[config.mk]
export PLATFORM = sky130hd
export DESIGN_NAME = fetch_inst_buffer
export DESIGN_NICKNAME = d
export VERILOG_FILES = /design/src/rtl/fetch_inst_buffer.sv
export SDC_FILE = /design/constraint.sdc
export NUM_CORES = 2
export LEC_CHECK = 0
export CORE_ASPECT_RATIO = 0.9
export CORE_MARGIN = 5
export CORE_UTILIZATION = 29
export DETAILED_ROUTE_END_ITERATION = 8
export GPL_TIMING_DRIVEN = 0
export SYNTH_ARGS = -nofsm -noshare
export SYNTH_HDL_FRONTEND = slang
export SYNTH_SLANG_ARGS = --single-unit
[constraint.sdc]
create_clock -name clk -period 79.2 [get_ports clk]
set_input_delay 23.76 -clock clk [delete_from_list [all_inputs] [get_ports clk]]
set_output_delay 23.76 -clock clk [all_outputs]
set_load 0.02 [all_outputs]
[src/rtl/fetch_inst_buffer.sv]
// Decoupling instruction buffer between IF2 predecode and decode.
// Two-wide push/pop circular queue with output gating and one-cycle flush.

module fetch_inst_buffer_lane #(
  parameter int W = 98
) (
  input  logic         vld,
  input  logic [W-1:0] din,
  output logic [W-1:0] dout
);
  // Invalid slots never expose stale storage.
  assign dout = vld ? din : '0;
endmodule

module fetch_inst_buffer #(
  parameter int DEPTH = 8,
  parameter int PTR_W = $clog2(DEPTH)
) (
  input  logic             clk,
  input  logic             rst,
  input  logic             flush,
  input  logic [1:0]       i_valid,
  input  logic [31:0]      i_inst0,
  input  logic [31:0]      i_inst1,
  input  logic [31:0]      i_pc0,
  input  logic [31:0]      i_pc1,
  input  logic [31:0]      i_pc_pre0,
  input  logic [31:0]      i_pc_pre1,
  input  logic [1:0]       i_type_predict0,
  input  logic [1:0]       i_type_predict1,
  output logic             o_ready,
  output logic [1:0]       o_valid,
  output logic [31:0]      o_inst0,
  output logic [31:0]      o_inst1,
  output logic [31:0]      o_pc0,
  output logic [31:0]      o_pc1,
  output logic [31:0]      o_pc_pre0,
  output logic [31:0]      o_pc_pre1,
  output logic [1:0]       o_type_predict0,
  output logic [1:0]       o_type_predict1,
  input  logic [1:0]       i_pop,
  output logic [PTR_W:0]   o_count
);
  localparam int NUM_LANES = 2;
  localparam int ENT_W     = 98;

  typedef struct packed {
    logic [31:0] inst;
    logic [31:0] pc;
    logic [31:0] pc_pre;
    logic [1:0]  type_predict;
  } entry_t;

  entry_t                               mem [DEPTH];
  logic [PTR_W-1:0]                     head, tail;
  logic [PTR_W:0]                       count;
  logic [NUM_LANES-1:0]                 push_lanes, pop_lanes;
  logic [1:0]                           n_push, n_pop;
  logic [NUM_LANES-1:0][PTR_W-1:0]      wr_ptr, rd_ptr;
  logic [NUM_LANES-1:0][ENT_W-1:0]      in_ent, rd_ent, out_ent;
  entry_t                               out0, out1;

  assign o_ready = (count <= (PTR_W+1)'(DEPTH - 2));
  assign o_valid = (count >= (PTR_W+1)'(2)) ? 2'b11 :
                   (count == (PTR_W+1)'(1)) ? 2'b01 : 2'b00;
  assign o_count = count;

  // Slot-1-only encodings (10) are illegal and collapse to no-op.
  always_comb begin
    push_lanes = 2'b00;
    pop_lanes  = 2'b00;
    if (!flush) begin
      if (o_ready && (i_valid == 2'b11 || i_valid == 2'b01)) push_lanes = i_valid;
      if (i_pop == 2'b11 || i_pop == 2'b01) pop_lanes = i_pop & o_valid;
    end
  end

  assign n_push = {1'b0, push_lanes[0]} + {1'b0, push_lanes[1]};
  assign n_pop  = {1'b0, pop_lanes[0]}  + {1'b0, pop_lanes[1]};

  assign in_ent[0] = {i_inst0, i_pc0, i_pc_pre0, i_type_predict0};
  assign in_ent[1] = {i_inst1, i_pc1, i_pc_pre1, i_type_predict1};

  for (genvar k = 0; k < NUM_LANES; k++) begin : g_lane
    assign wr_ptr[k] = tail + PTR_W'(k);
    assign rd_ptr[k] = head + PTR_W'(k);
    assign rd_ent[k] = mem[rd_ptr[k]];
    fetch_inst_buffer_lane #(.W(ENT_W)) u_lane (
      .vld  (o_valid[k]),
      .din  (rd_ent[k]),
      .dout (out_ent[k])
    );
  end

  always_ff @(posedge clk or posedge rst) begin
    if (rst) begin
      for (int i = 0; i < DEPTH; i++) mem[i] <= '0;
    end else begin
      for (int k = 0; k < NUM_LANES; k++)
        if (push_lanes[k]) mem[wr_ptr[k]] <= entry_t'(in_ent[k]);
    end
  end

  always_ff @(posedge clk or posedge rst) begin
    if (rst) begin
      head  <= '0;
      tail  <= '0;
      count <= '0;
    end else if (flush) begin
      head  <= '0;
      tail  <= '0;
      count <= '0;
    end else begin
      head  <= head + PTR_W'(n_pop);
      tail  <= tail + PTR_W'(n_push);
      count <= count + (PTR_W+1)'(n_push) - (PTR_W+1)'(n_pop);
    end
  end

  assign out0 = entry_t'(out_ent[0]);
  assign out1 = entry_t'(out_ent[1]);

  assign o_inst0         = out0.inst;
  assign o_pc0           = out0.pc;
  assign o_pc_pre0       = out0.pc_pre;
  assign o_type_predict0 = out0.type_predict;
  assign o_inst1         = out1.inst;
  assign o_pc1           = out1.pc;
  assign o_pc_pre1       = out1.pc_pre;
  assign o_type_predict1 = out1.type_predict;
endmodule

* Word level (Yosys, flattened, before mapping)
Index checks and enable logic that the tools add are counted.
** Operators by class
- Bitwise logic cells :: 5
- Equal/unequal tests :: 5
- Reduce and logical (&&, ||, !) cells :: 5
- Magnitude comparators :: 8
- Add/subtract/negate cells :: 8
- Muxes and demuxes :: 25
** Operators by type and width (number)
- bitwise mux 784 bit :: 2
- two-way mux 784 bit :: 2
- two-way mux 98 bit :: 8
- binary-select mux 98 bit (select 3 bit) :: 2
- demux 98 bit (select 3 bit) :: 2
- >= comparator 4 bit, second input constant :: 4
- inverter 3 -> 4 bit :: 4
- two-way mux 2 bit :: 5
- < comparator 4 x 1 -> 1 bit, second input constant :: 2
- adder 3 x 1 -> 3 bit, second input constant :: 2
- adder 3 x 2 -> 3 bit :: 2
- two-way mux 3 bit :: 2
- adder 1 x 1 -> 2 bit :: 2
- adder 4 x 2 -> 4 bit :: 1
- equality test 2 x 1 -> 1 bit, second input constant :: 2
- equality test 2 bit, second input constant :: 2
- equality test 4 x 1 -> 1 bit, second input constant :: 1
- >= comparator 4 x 2 -> 1 bit, second input constant :: 1
- less-or-equal comparator 4 x 3 -> 1 bit, second input constant :: 1
- two-way mux 4 bit :: 1
- subtractor 4 x 2 -> 4 bit :: 1
- logical AND 1 bit :: 3
- AND 2 bit :: 1
- logical OR 1 bit :: 2
- two-way mux 1 bit :: 1
** Storage, ports and cells
- Input bits :: 203
- Output and inout port bits :: 203
- Register bits :: 794
- Logic and storage cells :: 91

* Longest topological paths before layout
- Depth in word-level cells :: 9
- Depth in mapped cells :: 16
- Mapped depth without buffers :: 15

* By module
A second synthesis with hierarchy kept.
** Unflattened totals
- Cell total of the unflattened synthesis :: 3777
- Area, all modules :: 51565.7 um^2
** Modules (own cells, without submodules)
- fetch_inst_buffer :: cells an instance 3561, seq. area each 19869.1 um^2, instances 1, area an instance 50209.4 um^2
- fetch_inst_buffer_lane :: cells an instance 108, seq. area each 0.0 um^2, instances 2, area an instance 678.2 um^2

* Worst setup path before layout
OpenSTA, ideal clock, no wires.
- Path kind :: flip-flop to output port
- Start point :: register head[0]
- End point :: output port o_pc1[0]
- Required time :: 55.440 ns
- Data arrival time :: 2.429 ns
- Buffers on the path :: 3
- Cell stages (with the launch flop) :: 8
- Path slack :: 53.011 ns
- Path through :: dfrtp_1 -> ha_1 -> clkbuf_1 -> clkbuf_1 -> buf_1 -> mux4_2 -> nand2_1 -> a21oi_1
** Between the ends
- Word-level cells in the longest chain between the ends :: 6
** Ends and longest elaborated chain
- start, declared :: RTL line 55 : logic [PTR_W-1:0] head, tail;
- start signal, assigned :: RTL line 114 : head <= head + PTR_W'(n_pop);
- adder 3 x 1 -> 3 bit :: RTL line 86 : assign rd_ptr[k] = head + PTR_W'(k);
- inverter 3 -> 4 bit (implied by the code) :: RTL line 87 : assign rd_ent[k] = mem[rd_ptr[k]];
- binary-select mux 98 bit (select 3 bit) :: RTL line 87
- two-way mux 98 bit (implied by the code) (2 in series) :: RTL line 87
- two-way mux 98 bit :: RTL line 12 : assign dout = vld ? din : '0;
- end, declared :: RTL line 36 : output logic [31:0] o_pc1,
Every way passes these cells. The select of a mux whose other input is x is not followed.

* Worst setup path in the final report
- Start point :: register head[0]
- End point :: output port o_pc1[20]
The elaborated chain is that of the path after synthesis.

==> flow_summary.json <==
{
  "cell_internal_pwr_mw": 1.27,
  "p_sw_uw": 825,
  "synthToLayoutAreaGrowth_pct": 21.0,
  "drt_iter0_drc": 4253,
  "gp_congestion": 0.880,
  "p_per_area_mw_per_mm2": 34.5,
  "violations": "capacitance limit, slew limit",
  "post-route-period-util_pct": 37.7,
  "wirelength_um": 207000,
  "netlist_area_mm2": 0.0502,
  "wl_met1_um": 78500,
  "first_global_vias": 39443,
  "cts_hold_buf": 0,
  "synth_compound_area_share_pct": 3.49,
  "cts_setup_buffers": 0,
  "synth_top_family_by_area": "multiplexers",
  "wl_per_cell_um": 29.6,
  "grt_pass1_wl_um": 293000,
  "fmax_ghz": 0.0335,
  "finClkSkew_ps": 21.7,
  "ir_worst_vdd_uv": 19.3,
  "maxSlewViolCount": 10,
  "start_util_pct": 29.1,
  "cpPeakStageDelay_ps": 1100,
  "setup_tns_ps": 0,
  "crit_path_frequent_cell": "clkbuf_1",
  "dr_wl_met2_um": 97600,
  "synth_top_area_share_pct": 39.5,
  "cts_max_level": 3,
  "finalHoldViolCount": 0,
  "critPathRequiredTime_ps": 55440,
  "synth_nets": 4298,
  "synth_xor_xnor_area_share_pct": 0.139,
  "yosysWarnings": 0,
  "drc": 0,
  "cp-start-kind": "flop",
  "via_per_inst": 5.57,
  "crit_path_max_fanout": 10,
  "worstSetupPathType": "reg -> out",
  "power_frac_comb_pct": 49.4,
  "synthSimpleGateAreaFrac_pct": 7.19,
  "die_x_um": 449,
  "worst_pin_slew_ps": 1510,
  "rsz0062_at_grt": "false",
  "fp.dieH_um": 405,
  "ios": 406,
  "period_needed_ps": 29820,
  "fillCellCount": 16893,
  "register_area_mm2": 0.0199,
  "crit_chain": "clkbuf_1, clkbuf_1, clkbuf_1, buf_1, mux4_2, nand2_1, a21oi_1, clkdlybuf4s50_1",
  "fin_nets": 4809,
  "muxShareOfSynthArea_pct": 46.1,
  "synth_cell_types": 46,
  "setup_ws_ps": 49380,
  "top_layer": "met5",
  "async_flop_share_pct": 100,
  "coreArea_mm2": 0.173,
  "final_layout_size_suffix_gt1_share_pct": 38.5,
  "grt_max_degree": 120,
  "synth_area_leaders": "dfrtp_1, mux2_2, mux4_2",
  "rows": 145,
  "cts-resized-gates": 0,
  "synth_adder_area_share_pct": 0.483,
  "gr-total-overflow": 0,
  "multiInputGateArea_mm2": 0.0288,
  "vias": 38921,
  "slew_headroom_pct": -0.335,
  "place_ws_ps": 50150,
  "crit_slowest_cell": "clkbuf_1",
  "drv_cap": 2,
  "switching_share_pct": 39.3,
  "end_kind": "primary output",
  "hp-class": "reg -> reg",
  "cts.clk_slew.worst_paths_ps": 60,
  "antenna_found_initial": 65,
  "grt.total_usage_pct": 22.1,
  "cts_inserted_buffers": 93,
  "seqPwrFrac_pct": 28.7,
  "seq_area_frac_synth_pct": 39.5,
  "clkPwrFrac_pct": 21.9,
  "io_buffers": 404,
  "synth_seq_cells": 794,
  "ant_nets": 0,
  "cts_root_buf": "clkbuf_16",
  "total_power_mw": 2.10,
  "arrival_ps": 6060,
  "syn_area_per_cell_um2": 12.3,
  "status": "complete, but fails checks",
  "setup_viol": 0,
  "die-area_mm2": 0.182,
  "cts_sinks": 794,
  "syn_inst": 4078,
  "synth_edf_count": 0,
  "wl_met3_um": 16000,
  "cts_buffer_depth": 3,
  "hpwl_um": 141000,
  "p_leak_nw": 25.3,
  "firstDrtPassIters": 7,
  "clk_latency_ps": 730,
  "cts_tree": "built",
  "ys.flop_type": "dfrtp_1",
  "synth_top_cell_by_area": "dfrtp_1"
}
routing by layer:
| metal | vias to the layer above | GRT usage (%) |
|---|---|---|
| met1 | 20214 | 26.7 |
| li1 | 16236 | - |
| met3 | 505 | 5.03 |
| met2 | 1948 | 35.3 |
| met5 | - | 0 |
| met4 | 18 | 15.2 |
power groups by stage:
stage / clock network (mW) / logic, mW / registers [mW]
6_report: 0.459 / 1.04 / 0.603
3_5_place_dp: 0 / 1.04 / 0.605
3_3_place_gp: 0 / 1.03 / 0.599
4_1_cts: 0.465 / 1.04 / 0.598
2_1_floorplan: 0 / 0.629 / 0.578
5_1_grt: 0.480 / 1.10 / 0.615
worst paths after layout:
path / startpoint / end / slack (ps) / cells after the start
min in group asynchronous: rst / mem[581] / 23510 / 2
setup reg to reg: tail[1] / mem[781] / 74490 / 8
hold / removal: mem[293] / mem[293] / 560 / 2
hold reg to reg: mem[293] / mem[293] / 560 / 2
setup / recovery: head[0] / o_pc1[20] / 49380 / 8
max in group asynchronous: rst / mem[49] / 53580 / 5
cells by family (layout without fill, tap and decap cells):
family                   after synthesis  count (layout)
AO/OA/AOI/OAI                        301             301
XOR/XNOR                               8               8
adder cells (fa/ha/maj)               17              17
buffers and inverters                374             960
flip-flops                           794             794
multiplexers                        1675            1675
other                                  0              49
AND/OR/NAND/NOR                      909             909
critical path, delay by kind of cell (launching register included):
| family | cells | cell delay (ps) |
|---|---|---|
| AO/OA/AOI/OAI | 1 | 310 |
| buffers and inverters | 5 | 4140 |
| flip-flops | 1 | 380 |
| multiplexers | 1 | 410 |
| AND/OR/NAND/NOR | 1 | 60 |
state kept, by name, indices dropped and copies added (netlist names):
name and count:
tail 3, head 3, o_count 4, mem 784
per-stage QoR:
stage | cell area (um^2) | hold slack [ps] | std cells | util, %
finish | 60800 | 557 | 6991 | 35.2
detailed placement | 57400 | 546 | 6772 | 33.2
global route | 60700 | 579 | 6974 | 35.1
global placement | 57100 | 528 | 6760 | 33.0
floorplan | 50200 | 514 | 4078 | -
CTS | 60700 | 554 | 6942 | 35.1
layout make-up:
| class | count | area share (%) |
|---|---|---|
| clock inverters | 37 | 0.805 |
| inverters | 16 | 0.111 |
| clock buffers | 133 | 4.47 |
| plain buffers | 358 | 2.49 |
| diodes | 49 | 0.202 |
| multi-input cells | 2910 | 47.5 |
| flip-flops and latches | 794 | 32.7 |
| well taps | 2278 | 4.69 |
| repair buffers | 416 | 7.08 |
Yosys cell counts, types with 3 or more instances:
| cell type | number |
|---|---|
| a21oi_1 | 108 |
| a31oi_1 | 187 |
| buf_1 | 70 |
| buf_2 | 52 |
| buf_4 | 4 |
| buf_6 | 10 |
| clkbuf_1 | 222 |
| dfrtp_1 | 794 |
| fa_1 | 4 |
| ha_1 | 13 |
| inv_1 | 15 |
| mux2_1 | 27 |
| mux2_2 | 1149 |
| mux2i_1 | 107 |
| mux4_2 | 392 |
| nand2_1 | 571 |
| nand4_1 | 4 |
| nor2_1 | 300 |
| nor2b_1 | 5 |
| xnor2_1 | 5 |
| xor2_1 | 3 |
placed cells by master (no fill, tap or decap), types with 4 or more instances in the layout:
cell             count
buf_2               60
mux2i_1            107
clkbuf_1           236
nor2b_1              5
buf_4                4
nand4_1              4
dfrtp_1            794
mux2_1              27
a31oi_1            187
mux4_2             392
buf_16               7
bufinv_16            9
nand2_1            571
xnor2_1              5
clkdlybuf4s50_1    404
diode_2             49
clkinv_8             4
a21oi_1            108
mux2_2            1149
clkinv_2            18
ha_1                13
nor2_1             300
buf_1               61
buf_6               14
inv_1               14
fa_1                 4
clkbuf_16           93
clkbuf_8            24
(Power assumes the default switching activity.)
